[src/rtl/iopmp_checker_pipe.sv]
// iopmp_checker_pipe: pipelined IOPMP checker.
// Source ID -> domain mask (SRCMD), TOR-style entries grouped per domain,
// two-stage valid/ready pipeline, first-violation capture, saturating count, irq.

// Single-entry hit test: enabled, in [base, limit), owning domain granted, perm ok.
module iopmp_entry_match #(
   parameter int ADDR_W = 32
) (
   input  logic [ADDR_W-1:0] base,
   input  logic [ADDR_W-1:0] limit,
   input  logic [2:0]        perm,
   input  logic              dom_en,
   input  logic [ADDR_W-1:0] addr,
   input  logic              write,
   output logic              hit
);
   // base >= limit yields an empty range, so it never hits without a special case
   assign hit = perm[2] & dom_en & (addr >= base) & (addr < limit) &
                (write ? perm[1] : perm[0]);
endmodule

module iopmp_checker_pipe #(
   parameter int NUM_SRC      = 8,
   parameter int NUM_MD       = 4,
   parameter int ENT_PER_MD   = 4,
   parameter int ADDR_W       = 32,
   parameter int TRUSTED_SRC0 = 1,
   localparam int SW          = (NUM_SRC > 1) ? $clog2(NUM_SRC) : 1,
   localparam int NE          = NUM_MD * ENT_PER_MD
) (
   input  logic              clk,
   input  logic              rst_n,
   input  logic              req_valid,
   output logic              req_ready,
   input  logic [SW-1:0]     req_src,
   input  logic [ADDR_W-1:0] req_addr,
   input  logic              req_write,
   output logic              resp_valid,
   input  logic              resp_ready,
   output logic              resp_deny,
   input  logic              cfg_wen,
   input  logic              cfg_ren,
   input  logic [11:0]       cfg_addr,
   input  logic [31:0]       cfg_wdata,
   output logic [31:0]       cfg_rdata,
   input  logic              err_clr,
   output logic              err_valid,
   output logic [SW-1:0]     err_src,
   output logic [ADDR_W-1:0] err_addr,
   output logic              err_write,
   output logic [7:0]        err_cnt,
   output logic              irq
);

   localparam int STAGES = 2;

   typedef struct packed {
      logic [SW-1:0]     src;
      logic [ADDR_W-1:0] addr;
      logic              write;
   } req_t;

   // configuration tables
   logic [NUM_SRC-1:0][NUM_MD-1:0] srcmd_mask;
   logic [NUM_SRC-1:0]             srcmd_lock;
   logic [NE-1:0][ADDR_W-1:0]      ent_base;
   logic [NE-1:0][ADDR_W-1:0]      ent_limit;
   logic [NE-1:0][2:0]             ent_perm;

   logic [1:0]  cfg_sel;
   logic [7:0]  cfg_idx;
   logic [31:0] rd_data;

   // pipeline
   logic [STAGES:1]   vld_pipe;
   req_t              s1_req;
   req_t              err_rec;
   logic              stall;
   logic              s1_deny;
   logic              load_deny;
   logic              trusted;
   logic              src_oob;
   logic [NUM_MD-1:0] md_mask;
   logic [NE-1:0]     ent_hit;

   assign cfg_sel = cfg_addr[11:10];
   assign cfg_idx = cfg_addr[7:0];

   // table writes; out-of-range indices and locked SRCMD rows are ignored
   always_ff @(posedge clk) begin
      if (!rst_n) begin
         srcmd_mask <= '0;
         srcmd_lock <= '0;
         ent_base   <= '0;
         ent_limit  <= '0;
         ent_perm   <= '0;
      end else if (cfg_wen) begin
         for (int i = 0; i < NUM_SRC; i++) begin
            if (cfg_sel == 2'b00 && 32'(cfg_idx) == 32'(i) && !srcmd_lock[i]) begin
               srcmd_mask[i] <= cfg_wdata[NUM_MD-1:0];
               srcmd_lock[i] <= cfg_wdata[31];
            end
         end
         for (int i = 0; i < NE; i++) begin
            if (32'(cfg_idx) == 32'(i)) begin
               case (cfg_sel)
                  2'b01:   ent_base[i]  <= cfg_wdata[ADDR_W-1:0];
                  2'b10:   ent_limit[i] <= cfg_wdata[ADDR_W-1:0];
                  2'b11:   ent_perm[i]  <= cfg_wdata[2:0];
                  default: ;
               endcase
            end
         end
      end
   end

   // read mux over current table state (same-cycle write not yet visible)
   always_comb begin
      rd_data = '0;
      for (int i = 0; i < NUM_SRC; i++) begin
         if (cfg_sel == 2'b00 && 32'(cfg_idx) == 32'(i))
            rd_data = 32'(srcmd_mask[i]) | {srcmd_lock[i], 31'b0};
      end
      for (int i = 0; i < NE; i++) begin
         if (32'(cfg_idx) == 32'(i)) begin
            case (cfg_sel)
               2'b01:   rd_data = 32'(ent_base[i]);
               2'b10:   rd_data = 32'(ent_limit[i]);
               2'b11:   rd_data = 32'(ent_perm[i]);
               default: ;
            endcase
         end
      end
   end

   // registered config read, held until the next read strobe
   always_ff @(posedge clk) begin
      if (!rst_n)       cfg_rdata <= '0;
      else if (cfg_ren) cfg_rdata <= rd_data;
   end

   // domain mask of the S1 source; unknown sources get no domains
   always_comb begin
      md_mask = '0;
      for (int i = 0; i < NUM_SRC; i++) begin
         if (32'(s1_req.src) == 32'(i)) md_mask = srcmd_mask[i];
      end
   end

   for (genvar e = 0; e < NE; e++) begin : g_ent
      iopmp_entry_match #(.ADDR_W(ADDR_W)) u_match (
         .base   (ent_base[e]),
         .limit  (ent_limit[e]),
         .perm   (ent_perm[e]),
         .dom_en (md_mask[e / ENT_PER_MD]),
         .addr   (s1_req.addr),
         .write  (s1_req.write),
         .hit    (ent_hit[e])
      );
   end

   assign trusted = (TRUSTED_SRC0 != 0) && (s1_req.src == '0);
   assign src_oob = 32'(s1_req.src) >= 32'(NUM_SRC);
   assign s1_deny = trusted ? 1'b0 : (src_oob | ~|ent_hit);

   assign stall      = vld_pipe[STAGES] & ~resp_ready;
   assign req_ready  = ~stall;
   assign resp_valid = vld_pipe[STAGES];
   assign load_deny  = ~stall & vld_pipe[1] & s1_deny;

   // S1/S2 advance together; both freeze while the response is back-pressured
   always_ff @(posedge clk) begin
      if (!rst_n) begin
         vld_pipe  <= '0;
         s1_req    <= '0;
         resp_deny <= 1'b0;
      end else if (!stall) begin
         vld_pipe  <= {vld_pipe[STAGES-1:1], req_valid};
         resp_deny <= vld_pipe[1] & s1_deny;
         if (req_valid)
            s1_req <= '{src: req_src, addr: req_addr, write: req_write};
      end
   end

   // error record and count: clear first, then capture a deny loading into S2
   always_ff @(posedge clk) begin
      if (!rst_n) begin
         err_valid <= 1'b0;
         err_cnt   <= '0;
         err_rec   <= '0;
      end else if (load_deny) begin
         if (err_clr)                err_cnt <= 8'd1;
         else if (err_cnt != 8'hFF)  err_cnt <= err_cnt + 8'd1;
         if (err_clr || !err_valid) begin
            err_valid <= 1'b1;
            err_rec   <= s1_req;
         end
      end else if (err_clr) begin
         err_valid <= 1'b0;
         err_cnt   <= '0;
      end
   end

   assign err_src   = err_rec.src;
   assign err_addr  = err_rec.addr;
   assign err_write = err_rec.write;
   assign irq       = err_valid;

endmodule
[config.mk]
export PLATFORM = sky130hd
export DESIGN_NAME = iopmp_checker_pipe
export DESIGN_NICKNAME = d
export VERILOG_FILES = /design/src/rtl/iopmp_checker_pipe.sv
export SDC_FILE = /design/constraint.sdc
export NUM_CORES = 2
export LEC_CHECK = 0
export BUFFER_PORTS_ARGS = -buffer_cell sky130_fd_sc_hd__buf_2
export CAP_MARGIN = 30
export CELL_PAD_IN_SITES_DETAIL_PLACEMENT = 1
export CELL_PAD_IN_SITES_GLOBAL_PLACEMENT = 1
export CORE_MARGIN = 2
export CORE_UTILIZATION = 30
export CTS_CLUSTER_DIAMETER = 40
export DETAILED_ROUTE_END_ITERATION = 8
export GPL_TIMING_DRIVEN = 0
export PLACE_DENSITY_LB_ADDON = 0.3
export SETUP_SLACK_MARGIN = 0.2
export SYNTH_ARGS = -nofsm -noshare
export SYNTH_HDL_FRONTEND = slang
export SYNTH_SLANG_ARGS = --single-unit
[constraint.sdc]
create_clock -name clk -period 10.94 [get_ports clk]
set_clock_uncertainty 0.05 [all_clocks]
set_input_delay 2.188 -clock clk [delete_from_list [all_inputs] [get_ports clk]]
set_output_delay 2.188 -clock clk [all_outputs]
set_load 0.05 [all_outputs]
-- Word level (Yosys, flattened, before mapping)
Index checks and enable logic that the tools add are counted.
- register bits after elaboration: 1228
- bits of input ports: 87
- output and inout bits: 81
- $add $sub $neg: 1
- order comparisons: 32
- equal/unequal tests: 27
- multiplexer cells: 72
- bitwise operators: 78
- reductions and logical operators: 93
- operator list (cell ; number):
    $pmux W32 S3 ; 16
    $mux W32 ; 24
    $ge A32 B32 Y1 ; 16
    $lt A32 B32 Y1 ; 16
    $or A4 B32 Y32 ; 8
    $reduce_and A3 Y1 ; 48
    $and A1 B1 Y1 ; 68
    $eq A8 B4 Y1 const B ; 8
    $eq A8 B3 Y1 const B ; 4
    $mux W4 ; 8
    $mux W8 ; 4
    $reduce_and A2 Y1 ; 12
    $mux W1 ; 20
    $eq A8 B2 Y1 const B ; 2
    $logic_and A1 B1 Y1 ; 16
    $reduce_or A16 Y1 ; 1
    $eq A3 B3 Y1 const B ; 4
    $logic_not A1 Y1 ; 10
    $add A8 B1 Y8 const B ; 1
    $eq A8 B1 Y1 const B ; 1
    $logic_not A8 Y1 ; 1
    $ne A8 B8 Y1 const B ; 1
    $eq A3 B2 Y1 const B ; 2
    $eq A2 B2 Y1 const B ; 2
    8 further kinds ; 10

-- Longest topological paths before layout
- depth in word-level cells: 42
- depth in mapped cells: 16

-- Hierarchy
A second synthesis with hierarchy kept.
- cells, all modules: 10298
- area total of the unflattened synthesis: 79218.5 um^2
- modules (own cells, without submodules) (module ; instances ; cells each ; area an instance (um^2)):
    iopmp_checker_pipe ; 1 ; 6794 ; 54194.5
    iopmp_entry_match ; 16 ; 219 ; 1564.0

-- Worst setup path after synthesis
No wires, ideal clock.
- path kind: input to output
- start point: in resp_ready
- end point: out req_ready
- data arrival time: 2640 ps
- required time: 8702 ps
- setup slack: 6062 ps
- cell stages on the path: 2
- cells stage by stage: nor2b_1 -> inv_1
- cells in the longest elaborated chain, start to end: 3
- ends and longest elaborated chain (what ; line ; text):
    start, declared ; 39 ; input logic resp_ready,
    $not A1 Y1 ; 166 ; assign stall = vld_pipe[STAGES] & ~resp_ready;
    $and A1 B1 Y1 ; 166 ;
    $not A1 Y1 (no source line) ; -- ;
    end, declared ; 34 ; output logic req_ready,
Every way passes these cells.

-- Worst setup path in the final report
- start point: reg s1_req[1] (netlist bit)
- end point: reg err_cnt[3]
- cells in the longest elaborated chain, start to end: 10
- ends and longest elaborated chain (what ; line ; text):
    start, declared ; 76 ; req_t s1_req;
    start signal, assigned ; 181 ; s1_req <= '{src: req_src, addr: req_addr, write: req_write};
    $ge A32 B32 Y1 ; 18 ; assign hit = perm[2] & dom_en & (addr >= base) & (addr < limit) &
    $and A1 B1 Y1 (3 in a row) ; 18 ;
    $reduce_or A16 Y1 (*) ; 164 ; assign s1_deny = trusted ? 1'b0 : (src_oob | ~|ent_hit);
    $logic_not A1 Y1 (*) ; 164 ;
    $mux W1 (*) ; 164 ;
    $and A1 B1 Y1 (*) ; 169 ; assign load_deny = ~stall & vld_pipe[1] & s1_deny;
    $reduce_bool A2 Y1 (no source line) ; -- ;
    $reduce_and A2 Y1 (no source line) ; -- ;
    end signal, assigned ; 193 ; else if (err_cnt != 8'hFF) err_cnt <= err_cnt + 8'd1;
    end, declared ; 51 ; output logic [7:0] err_cnt,
Mark *: on every way between the ends. The rest lies on a longest branch, timed or not.
A chain may end at the register's enable or synchronous reset.

==> impl_metrics.env <==
export IMPL_antenna_found_initial=62
export IMPL_syn_area_sq_um=79200
export IMPL_finalHoldViolCount=0
export IMPL_worst_pin_slew_ps=1320
export IMPL_routabilityCongestion=1.06
export IMPL_syn_inst=10281
export IMPL_rsz0062_at_grt="no"
export IMPL_drt_pass1_iter_count=8
export IMPL_max_cap_viol_count=0
export IMPL_ys_seq_area_share_pct=31.0
export IMPL_postCtsSetupBuffers=0
export IMPL_initial_utilization_pct=30.2
export IMPL_numCtsBuffers=311
export IMPL_cts_clk_slew_worst_paths_ps=50
export IMPL_r2r_slack_ps=3800
export IMPL_root_buffer="clkbuf_16"
export IMPL_highest_layer="met5"
export IMPL_cts_sinks=1228
export IMPL_hold_buffers=0
export IMPL_syn_nets=11377
export IMPL_grt_pass1_wl_um=703000
export IMPL_yosys_area_top_type="dfxtp_1"
export IMPL_core_region_area_sq_um=263000
export IMPL_dieWidth_um=518
export IMPL_path_max_fanout=14
export IMPL_detail_route_antenna_nets=0
export IMPL_drive_gt1_share_pct=9.31
export IMPL_critPathLaunch="s1_req[1]$_SDFFE_PN0P_"
export IMPL_drt_iter0_markers=11148
export IMPL_vias_per_cell=5.91
export IMPL_synth_warnings=0
export IMPL_fp_dieH_um=518
export IMPL_arrival_ps=7840
export IMPL_critPathLaunchType="flip-flop"
export IMPL_routed_wl_um=526000
export IMPL_rows=188
export IMPL_hold_slack_ps=416
export IMPL_crit_type="reg2reg"
export IMPL_ioPinCount=168
export IMPL_tritoncts="yes"
export IMPL_period_share_pct=65.2
export IMPL_overflow=0
export IMPL_met2_length_um=207000
export IMPL_max_slew_margin_pct=11.7
export IMPL_r2r_end="err_cnt[3]$_SDFFE_PN0P_"
export IMPL_r2r_start="s1_req[1]$_SDFFE_PN0P_"
export IMPL_vias=87366
export IMPL_wl_met3_um=55200
export IMPL_grt_pass1_vias=84067
export IMPL_dp_hpwl_um=431000
export IMPL_synth_common_cells="2436 x nand2_1, 1228 x dfxtp_1, 1103 x a21boi_0"
export IMPL_htreeDepth=5
export IMPL_endpoint="err_cnt[3]$_SDFFE_PN0P_"
export IMPL_outcome="finished, final reports clean"
export IMPL_drt_wirelength_per_cell_um=35.6
export IMPL_synthArstFlopShare_pct=0
export IMPL_fin_tns_setup_ps=0
export IMPL_yosysUniqueCellTypes=79
export IMPL_endpoint_kind="flip-flop"
export IMPL_clkLatencyLatePin_ps=930
export IMPL_die_area_sq_um=268000
export IMPL_hp_class="reg2reg"
export IMPL_track_usage_pct=37.7
export IMPL_port_buffers=155
export IMPL_drc=0
export IMPL_fmax_ghz=0.140
export IMPL_synth_edf_count=0
export IMPL_ir_drop_v=0.000166
export IMPL_required_ps=11650
export IMPL_cts_resized=0
export IMPL_yosysMostFrequentCell="nand2_1"
export IMPL_netlist_area_leader_share_pct=31.0
export IMPL_min_period_ps=7140
export IMPL_synthFlopType="dfxtp_1"
export IMPL_met1_length_um=217000
export IMPL_drv_slew=0
export IMPL_area_growth_synth_to_final_pct=25.1
export IMPL_yosys_register_bits=1228
export IMPL_power_leakage_nw=34.9
export IMPL_nets=12080
export IMPL_grt_max_degree=35
export IMPL_cts_buffer_depth=4
export IMPL_synth_area_top_cells="dfxtp_1 31%, ha_1 16%, nand2_1 12%"
export IMPL_cellPowerDensity_nw_per_um2=166
export IMPL_syn_area_per_cell_sq_um=7.70
export IMPL_rr_worst_depth=17
export IMPL_setup_viol=0
## cells by family after synthesis
family / after synthesis / share of synthesized area, %
AND/OR/NAND/NOR: 3173 / 16.7
AO/OA/AOI/OAI: 3043 / 26.6
buffers and inverters: 1717 / 8.22
flip-flops: 1228 / 31.0
adder cells (fa/ha/maj): 1009 / 15.9
multiplexers: 111 / 1.54
## layout by cell type, fill, tap and decap left out, types with 89 or more instances in the layout
cell type | synthesis | final
a21boi_0 | 1103 | 1103
o22ai_1 | 261 | 261
nor2_1 | 207 | 207
nand4_1 | 117 | 117
a21oi_1 | 369 | 369
clkbuf_16 | 0 | 322
clkbuf_1 | 655 | 643
buf_8 | 0 | 141
ha_1 | 1009 | 1009
mux2i_1 | 90 | 89
inv_1 | 1026 | 1026
o21ai_0 | 306 | 306
nand2_1 | 2436 | 2436
a22oi_1 | 467 | 467
a21o_1 | 108 | 108
dfxtp_1 | 1228 | 1197
buf_2 | 16 | 180
## how the worst min path moves through the flow
stage               slack [ps]                          end                         from  cells after the start
finish                     420   ent_base[158]$_SDFFE_PN0P_   ent_base[158]$_SDFFE_PN0P_                      2
global route               440   ent_base[286]$_SDFFE_PN0P_   ent_base[286]$_SDFFE_PN0P_                      2
CTS                        420   ent_base[158]$_SDFFE_PN0P_   ent_base[158]$_SDFFE_PN0P_                      2
detailed placement         410   ent_base[158]$_SDFFE_PN0P_   ent_base[158]$_SDFFE_PN0P_                      2
global placement           400  ent_limit[286]$_SDFFE_PN0P_  ent_limit[286]$_SDFFE_PN0P_                      2
floorplan                  390   ent_base[126]$_SDFFE_PN0P_   ent_base[126]$_SDFFE_PN0P_                      2
## power by group
group | leakage, nW | switching, W | internal, W | total (W)
sequential | 9.91 | 0.0000643 | 0.00450 | 0.00457
clock | 5.26 | 0.00324 | 0.00654 | 0.00978
combinational | 19.7 | 0.00143 | 0.000609 | 0.00204
## critical path: stages, from the launching register on
cell and delay, ps:
dfxtp_1 970, clkbuf_1 320, buf_8 230, inv_1 150, buf_16 190, ha_1 290
nor2b_1 110, o21ai_0 210, a31oi_1 360, o21a_1 490, o31ai_1 310, a221oi_1 640
a311oi_1 250, o41ai_2 920, nand3_1 630, buf_4 400, o311ai_2 320, o41ai_2 110
## cell type report
type | instances | area [sq um]
timing repair buffer | 390 | 4410
sequential | 1228 | 24600
antenna | 40 | 100
fill | 31414 | 163000
buffer | 691 | 2720
inverter | 1026 | 3850
tap | 3515 | 4400
clock buffer | 401 | 8820
multi-input combinational | 7336 | 48100
clock inverter | 158 | 1970
## per-stage QoR
| stage | area (sq um) | std cells | setup slack [ps] | total power [W] | utilization [%] |
|---|---|---|---|---|---|
| after floorplan | 79200 | 10281 | 6060 | 0.00551 | - |
| final | 99000 | 14785 | 3800 | 0.0164 | 37.7 |
| after CTS | 98600 | 14720 | 4240 | 0.0163 | 37.6 |
| after global placement | 84400 | 13951 | 1020 | 0.00639 | 32.1 |
| after detailed placement | 87800 | 14161 | 3640 | 0.00656 | 33.5 |
| after global routing | 99000 | 14746 | 4110 | 0.0167 | 37.7 |
## layer usage
layer,GRT usage [%],vias up
met3,9.50,1302
met2,52.4,5130
met4,29.2,18
met1,49.4,43657
met5,0,-
li1,-,37259
## state kept, by name, indices dropped and copies added (netlist names)
register / count
ent_perm: 48
s1_req: 36
err_src: 3
ent_limit: 512
srcmd_mask: 32
ent_base: 512
err_valid: 1
resp_deny: 1
srcmd_lock: 8
vld_pipe: 2
err_cnt: 8
cfg_rdata: 32
err_addr: 32
err_write: 1
(Power assumes the default switching activity.)
